### src/rtl/bp_btb_pkg.sv
// rtl/bp_btb_pkg.sv - shared types, defaults and helpers for the branch target buffer
package bp_btb_pkg;

  localparam int BP_ADDR_W  = 15;
  localparam int BP_INDEX_W = 6;
  localparam int BP_CNT_W   = 2;

  typedef enum logic {
    BP_INIT = 1'b0,
    BP_RUN  = 1'b1
  } bp_state_e;

  typedef struct packed {
    logic                           valid;
    logic [BP_ADDR_W-BP_INDEX_W-1:0] tag;
    logic [BP_ADDR_W-1:0]           target;
    logic [BP_CNT_W-1:0]            cnt;
  } bp_entry_t;

  // Helpers work on 32-bit containers so any configured width can share them.
  function automatic logic [31:0] sat_inc(input logic [31:0] c, input int w);
    logic [31:0] max;
    max = (32'h1 << w) - 32'h1;
    return (c >= max) ? max : c + 32'h1;
  endfunction

  function automatic logic [31:0] sat_dec(input logic [31:0] c, input int w);
    return (c == 32'h0) ? 32'h0 : c - 32'h1;
  endfunction

  function automatic logic [31:0] idx_of(input logic [31:0] a, input int iw);
    return a & ((32'h1 << iw) - 32'h1);
  endfunction

  function automatic logic [31:0] tag_of(input logic [31:0] a, input int iw);
    return a >> iw;
  endfunction

  function automatic logic [31:0] weak_taken(input int w);
    return 32'h1 << (w - 1);
  endfunction

  localparam logic [BP_CNT_W-1:0] BP_CNT_WEAK = BP_CNT_W'(weak_taken(BP_CNT_W));

endpackage

### src/rtl/bp_sat_counter.sv
// rtl/bp_sat_counter.sv - combinational saturating up/down step of a direction counter
module bp_sat_counter
  import bp_btb_pkg::*;
#(
  parameter int CNT_W = BP_CNT_W
) (
  input  logic [CNT_W-1:0] cnt_i,
  input  logic             up_i,
  output logic [CNT_W-1:0] cnt_o
);

  assign cnt_o = up_i ? CNT_W'(sat_inc(32'(cnt_i), CNT_W))
                      : CNT_W'(sat_dec(32'(cnt_i), CNT_W));

endmodule

### src/rtl/bp_btb.sv
// rtl/bp_btb.sv - direct-mapped tagged branch target buffer with post-reset valid sweep
module bp_btb
  import bp_btb_pkg::*;
#(
  parameter int ADDR_W  = BP_ADDR_W,
  parameter int INDEX_W = BP_INDEX_W,
  parameter int CNT_W   = BP_CNT_W
) (
  input  logic              clk,
  input  logic              rst,
  input  logic [ADDR_W-1:0] raddr0,
  output logic [ADDR_W-1:0] rdata0,
  output logic              rhit0,
  output logic              rtaken0,
  output logic              ready,
  input  logic              wen,
  input  logic [ADDR_W-1:0] waddr,
  input  logic              wtaken,
  input  logic [ADDR_W-1:0] wdata
);

  localparam int DEPTH = 2 ** INDEX_W;
  localparam int TAG_W = ADDR_W - INDEX_W;
  localparam logic [CNT_W-1:0] CNT_WEAK = CNT_W'(weak_taken(CNT_W));

  typedef struct packed {
    logic              valid;
    logic [TAG_W-1:0]  tag;
    logic [ADDR_W-1:0] target;
    logic [CNT_W-1:0]  cnt;
  } entry_t;

  bp_state_e          state_q, state_d;
  logic [INDEX_W-1:0] ptr_q, ptr_d;
  entry_t             mem_q [DEPTH];

  logic [INDEX_W-1:0] ridx, widx;
  logic [TAG_W-1:0]   rtag, wtag;
  entry_t             rent, went;
  logic               whit;
  logic [CNT_W-1:0]   cnt_step;

  always_ff @(posedge clk or posedge rst) begin
    if (rst) begin
      state_q <= BP_INIT;
      ptr_q   <= '0;
    end else begin
      state_q <= state_d;
      ptr_q   <= ptr_d;
    end
  end

  always_comb begin
    state_d = state_q;
    ptr_d   = ptr_q;
    if (state_q == BP_INIT) begin
      ptr_d = ptr_q + INDEX_W'(1);
      if (ptr_q == INDEX_W'(DEPTH - 1)) begin
        state_d = BP_RUN;
      end
    end
  end

  assign ready = (state_q == BP_RUN);

  // Fetch lookup sees pre-edge contents; no bypass from a same-cycle update.
  assign ridx    = INDEX_W'(idx_of(32'(raddr0), INDEX_W));
  assign rtag    = TAG_W'(tag_of(32'(raddr0), INDEX_W));
  assign rent    = mem_q[ridx];
  assign rhit0   = ready & rent.valid & (rent.tag == rtag);
  assign rtaken0 = rhit0 & rent.cnt[CNT_W-1];
  assign rdata0  = rtaken0 ? rent.target : raddr0 + ADDR_W'(1);

  assign widx = INDEX_W'(idx_of(32'(waddr), INDEX_W));
  assign wtag = TAG_W'(tag_of(32'(waddr), INDEX_W));
  assign went = mem_q[widx];
  assign whit = went.valid & (went.tag == wtag);

  bp_sat_counter #(
    .CNT_W(CNT_W)
  ) u_sat_counter (
    .cnt_i(went.cnt),
    .up_i (wtaken),
    .cnt_o(cnt_step)
  );

  // The array carries no reset; only valid is rewritten by the sweep.
  always_ff @(posedge clk) begin
    if (state_q == BP_INIT) begin
      mem_q[ptr_q].valid <= 1'b0;
    end else if (wen) begin
      if (whit) begin
        mem_q[widx].cnt <= cnt_step;
        if (wtaken) begin
          mem_q[widx].target <= wdata;
        end
      end else if (wtaken) begin
        mem_q[widx] <= '{valid: 1'b1, tag: wtag, target: wdata, cnt: CNT_WEAK};
      end
    end
  end

endmodule

### config.mk
export PLATFORM = sky130hd
export DESIGN_NAME = bp_btb
export DESIGN_NICKNAME = d
export VERILOG_FILES = /design/src/rtl/bp_btb_pkg.sv /design/src/rtl/bp_sat_counter.sv /design/src/rtl/bp_btb.sv
export SDC_FILE = /design/constraint.sdc
export NUM_CORES = 2
export LEC_CHECK = 0
export ABC_AREA = 1
export BUFFER_PORTS_ARGS = -buffer_cell sky130_fd_sc_hd__clkbuf_2
export CAP_MARGIN = 5
export CORE_AREA = 3 3 413 415
export CTS_BUF_LIST = sky130_fd_sc_hd__clkbuf_16
export DETAILED_ROUTE_END_ITERATION = 8
export DIE_AREA = 0 0 416 418
export PLACE_DENSITY_LB_ADDON = 0.08
export SETUP_SLACK_MARGIN = 0.2
export SYNTH_ARGS = -nofsm -noshare
export SYNTH_HDL_FRONTEND = slang
export SYNTH_SLANG_ARGS = --single-unit
### constraint.sdc
create_clock -name clk -period 12.6 [get_ports clk]
set_clock_uncertainty 0.2 [all_clocks]
set_input_delay 1.26 -clock clk [delete_from_list [all_inputs] [get_ports clk]]
set_output_delay 1.26 -clock clk [all_outputs]
set_load 0.03 [all_outputs]
# [Word level (Yosys, flattened, before mapping)]
# Memories as Yosys holds them, arrays and structs flattened.
# Index checks and enable logic that the tools add are counted.
[word_totals] regBits=7 latchBits=0 ram_bits=1728 mem_bits_ro=0 in_bits=49 output_inout_bits=18 memories=1
[op_classes] addsub=4 n_mul=0 n_div=0 n_lt_le_gt_ge=1 eq_ne=3 shift=0 muxes=25 n_bitwise=6 n_reduce_logical=2
[mem_list] memory="mem_q" words=64 word_bits=27 rd=2 rd_ports_with_merged_regs=0 write_ports=1 line="bp_btb.sv:35" rtl="entry_t mem_q [DEPTH];"
[op_table] operator="15-bit two-way mux" n=2
[op_table] operator="27-bit two-way mux" n=1
[op_table] operator="27-bit OR reduction" n=1
[op_table] operator="9-bit equality test" n=2
[op_table] operator="1-bit two-way mux" n=16
[op_table] operator="15-bit by 1-bit adder with 15-bit output, second input constant" n=1
[op_table] operator="2-bit two-way mux" n=4
[op_table] operator="6-bit by 1-bit adder with 6-bit output, second input constant" n=1
[op_table] operator="6-bit equality test, second input constant" n=1
[op_table] operator="6-bit two-way mux" n=1
[op_table] operator="1-bit AND" n=4
[op_table] operator="4-bit two-way mux" n=1
[op_table] operator="2-bit by 1-bit adder with 2-bit output, second input constant" n=1
[op_table] operator="2-bit greater-or-equal comparator, second input constant" n=1
[op_table] operator="2-bit zero test" n=1
[op_table] operator="1-bit OR" n=2
[op_table] operator="2-bit by 1-bit subtractor with 2-bit output, second input constant" n=1

# [Longest topological paths before layout]
# An unclocked memory read counts as a cell.
[logic_depth] ltp_word=10 depth_mapped=27 ltp_nobuf=23

# [Hierarchy]
# Synthesis repeated with hierarchy kept, for this count alone.
[unflattened] cells_unflattened=7033 area_unflattened_um2=77374.2
[modules_own_cells] mod="bp_btb" n_inst=1 cells_each=7028 area_per_inst_um2=77352.9
[modules_own_cells] mod="bp_sat_counter" n_inst=1 cells_each=5 area_per_inst_um2=21.3

# [Least setup slack after synthesis]
# No wires, ideal clock.
[synth_path] path_kind="input to register" from="input port waddr[0]" to="memory mem_q[0][1] (netlist name), data pin" setup_ns=0.588 arrival_ns=4.994 t_required_ns=11.812 path_slack_ns=6.818 cell_stages=13 path_buffers=5 path_cell_list="buf_4 > buf_4 > buf_2 > clkbuf_1 > clkbuf_1 > nor2_1 > o22ai_1 > nor2_1 > o311ai_0 > o211ai_1 > nand3_1 > nand2_1 > a31oi_1"
[synth_via] elab_chain_cells=9
[synth_rtl] element="from (decl)" line="bp_btb.sv:17" rtl="input logic [ADDR_W-1:0] waddr,"
[synth_rtl] element="memory read 64 x 27 bit (*)"
[synth_rtl] element="9-bit equality test" line="bp_btb.sv:77" rtl="assign whit = went.valid & (went.tag == wtag);"
[synth_rtl] element="1-bit AND" line="bp_btb.sv:77"
[synth_rtl] element="1-bit two-way mux" line="bp_btb.sv:92" rtl="if (whit) begin"
[synth_rtl] element="1-bit two-way mux" line="bp_btb.sv:91" rtl="end else if (wen) begin"
[synth_rtl] element="1-bit two-way mux" line="bp_btb.sv:89" rtl="if (state_q == BP_INIT) begin"
[synth_rtl] element="1-bit two-way mux (implied by the code)" line="bp_btb.sv:98" rtl="mem_q[widx] <= '{valid: 1'b1, tag: wtag, target: wdata, cnt: CNT_WEAK};"
[synth_rtl] element="2-bit two-way mux (no line) (*)"
[synth_rtl] element="27-bit two-way mux (no line) (*)"
[synth_rtl] element="to (decl)" line="bp_btb.sv:35"
# Every way passes the cells marked *; elsewhere a longest branch is shown, timed or not. The select of a mux whose other input is x is not followed.

# [Worst setup path after layout]
[layout_path] from="input port raddr0[0]" to="output port rdata0[3]"
[layout_via] elab_chain_cells=5
[layout_rtl] element="from (decl)" line="bp_btb.sv:11" rtl="input logic [ADDR_W-1:0] raddr0,"
[layout_rtl] element="memory read 64 x 27 bit"
[layout_rtl] element="9-bit equality test / 1-bit AND (equally long branches)" line="bp_btb.sv:70" rtl="assign rhit0 = ready & rent.valid & (rent.tag == rtag);"
[layout_rtl] element="1-bit AND" line="bp_btb.sv:70"
[layout_rtl] element="1-bit AND" line="bp_btb.sv:71" rtl="assign rtaken0 = rhit0 & rent.cnt[CNT_W-1];"
[layout_rtl] element="15-bit two-way mux (*)" line="bp_btb.sv:72" rtl="assign rdata0 = rtaken0 ? rent.target : raddr0 + ADDR_W'(1);"
[layout_rtl] element="to (decl)" line="bp_btb.sv:12" rtl="output logic [ADDR_W-1:0] rdata0,"
# Every way passes the cells marked *; elsewhere a longest branch is shown, timed or not.

==> qor.csv <==
metric;value;unit
Post-CTS Hold Buffers;0;
count leader, synth;edfxtp_1;
DRT Wirelength;260000;um
dpl cell area;0.0793;mm2
CP Class;in -> out;
final setup fails;0;
Clk pin slew, worst setup/hold paths;0.06;ns
Initial Util;45.9;%
CP required;11.14;ns
cells after synthesis;7041;
Post-synth EDFFs;1728;
Post-Place Worst Slack;3.34;ns
layout cells sized above 1;8.74;%
die footprint;0.174;mm2
fin cells;9286;
R2R Setup Slk;6.40;ns
Starting DRT DRC Count;7573;
final hold slack;0.327;ns
first-pass GRT wire length;378000;um
die height;418;um
Total Routing Usage GR;29.3;%
drc violations;0;
synth unique cells;48;
Worst Reg-to-Reg Cells;19;
RR Startpoint;mem_q[22][17];
worst-case clock buffer depth;3;
clk_lat worst skew;0.84;ns
Syn Nets;7092;
largest net degree at the start of global routing;235;
via count;57700;
Worst Hold Class;in -> async;
share of the synthesized area in the top cell type;67.7;%
Worst Path Max Fanout;123;
CP arrival;7.51;ns
reg2reg end;mem_q[18][18];
power per cell area;147;mW/mm2
area of the multi-input gates;0.0223;mm2
async set-reset flop share out of synthesis;0.403;%
Core ar.;0.167;mm2
die width;416;um
Final nets;6981;
Ports;67;
Critical Path Source;raddr0[0];
antenna viol nets, final;0;
Fin Setup TNS;0;ns
final slew viol count;0;
Max VDD drop;0.000140;V
sequential cell area;0.0521;mm2
worst setup slack after layout;3.63;ns
antenna violations before repair;6;
commonest cells in the netlist;edfxtp_1, nor2_1, nand2_1;
Final Cycle Share;71.2;%
TritonCTS clock tree;done;
Core Rows;150;
fin crit period;8.97;ns
post-CTS sizing;0;
synthesis-stage register bit count;1735;
Syn Area/Cell;10.9;um2
outcome;finished clean;
clk sink count;1735;
capturing element type of the critical path;primary output;
final core utilization;51.1;%
Lkg Pwr;31.3;nW
CTS root buf;clkbuf_16;
htree depth;4;
vias in the first global route;53700;
PnR Total Power;12.5;mW
RSZ-0062 raised after global routing;no;
number of vias per cell;6.21;
DRT Pass-1 Iters;7;
yosys synthesis warning count;0;
post-synthesis sequential area ratio;67.9;%
Area growth syn-to-layout;11.3;%
total gr overflow;0;
postcts setup bufs;0;
max_cap viols;0;
leading area contributor after synthesis;edfxtp_1;
Final Hold Vio Count;0;
main flop type after synthesis;edfxtp_1;
filler cell count;14800;
GPL Wtd Cong;0.904;
Final Cell Area;0.0854;mm2
placed cells;8947;
ranking of synthesized cells by area;edfxtp_1, o21ai_0, nor2_1;
critical path startpoint category;primary input;
Post-Synthesis Cell Area;0.0767;mm2
Slew headroom;12.4;%
TritonCTS Buffers;184;
worst-margin pin slew;1.31;ns
Max Fclk;112;MHz
Port-buffer cells;66;
WL per Instance;28.0;um
Final HPWL DP;149000;um
## flip-flops by register name (all words and copies together), names as in the netlist
name,cells
ptr_q,6
mem_q,1728
ready,1
## how the worst max path moves through the flow
stage | cells past startpoint | slack (ns) | end
after floorplan | 13 | 6.82 | mem_q[0][1]
final | 14 | 3.63 | rdata0[3]
after CTS | 15 | 3.73 | rdata0[3]
after global routing | 15 | 3.39 | rdata0[3]
after global placement | 24 | 3.47 | mem_q[34][18]
after detailed placement | 24 | 3.34 | mem_q[32][24]
## final cells by class
| cell class | count | share of cell area (%) |
|---|---|---|
| well taps | 2204 | 3.23 |
| inverters | 74 | 0.377 |
| multi-input cells | 4687 | 26.1 |
| diodes | 1 | 0.00293 |
| clock inverters | 148 | 1.52 |
| clock buffers | 189 | 5.54 |
| flip-flops and latches | 1735 | 61.0 |
| repair buffers | 248 | 2.19 |
## worst max-delay path, cell delays in order
cell and delay (ns):
buf_8 0.50, buf_12 0.47, buf_4 0.81, o21ai_0 0.22, o221ai_1 0.26, o211ai_1 0.20
nand4_1 0.31, nand3_1 0.36, nand3_1 0.38, o221ai_1 0.19, nor2_1 0.46, nand3_1 0.76
o21ai_0 0.74, clkbuf_2 0.31
## logic make-up after synthesis
kind of cell | Yosys count | synth area share [%]
fa+ha+maj | 2 | 0.0326
xor+xnor | 19 | 0.217
simple gates | 3136 | 16.9
compound gates | 1530 | 11.6
buf+inv | 619 | 3.38
flops | 1735 | 67.9
## power breakdown
| part | leakage (nW) | switching (mW) | total [mW] | internal, mW |
|---|---|---|---|---|
| registers | 19.0 | 0 | 6.25 | 6.25 |
| logic | 9.25 | 0.618 | 0.832 | 0.214 |
| clock network | 3.10 | 2.32 | 5.45 | 3.13 |
| total | 31.3 | 2.94 | 12.5 | 9.59 |
## cells in the final DEF, fill, tap and decap left out, types with 10 or more instances in the layout
master	Yosys	final
a221oi_1	12	12
nand4_1	32	32
clkinv_2	0	35
nand2_1	1144	1143
nor2_1	1212	1172
o221ai_1	157	157
clkbuf_2	0	60
nand3_1	680	680
clkinv_1	3	46
bufinv_16	0	20
o22ai_1	286	286
o211ai_1	47	47
a21oi_1	58	57
nand2_2	34	35
xor2_1	17	17
a31oi_1	24	22
nor2_2	6	21
buf_12	0	10
inv_1	66	97
edfxtp_1	1728	1728
nor2_4	12	37
clkbuf_16	0	189
o21ai_0	911	911
buf_4	21	172
## routing by layer
layer / up-vias / wire (um) / GRT usage, %
met5: - / 0 / 0
met4: 0 / 11200 / 11.7
met3: 493 / 22300 / 4.58
met2: 3045 / 118000 / 45.0
met1: 28800 / 109000 / 41.8
li1: 25300 / - / -
Note: power is estimated with default switching activity, not from simulation.
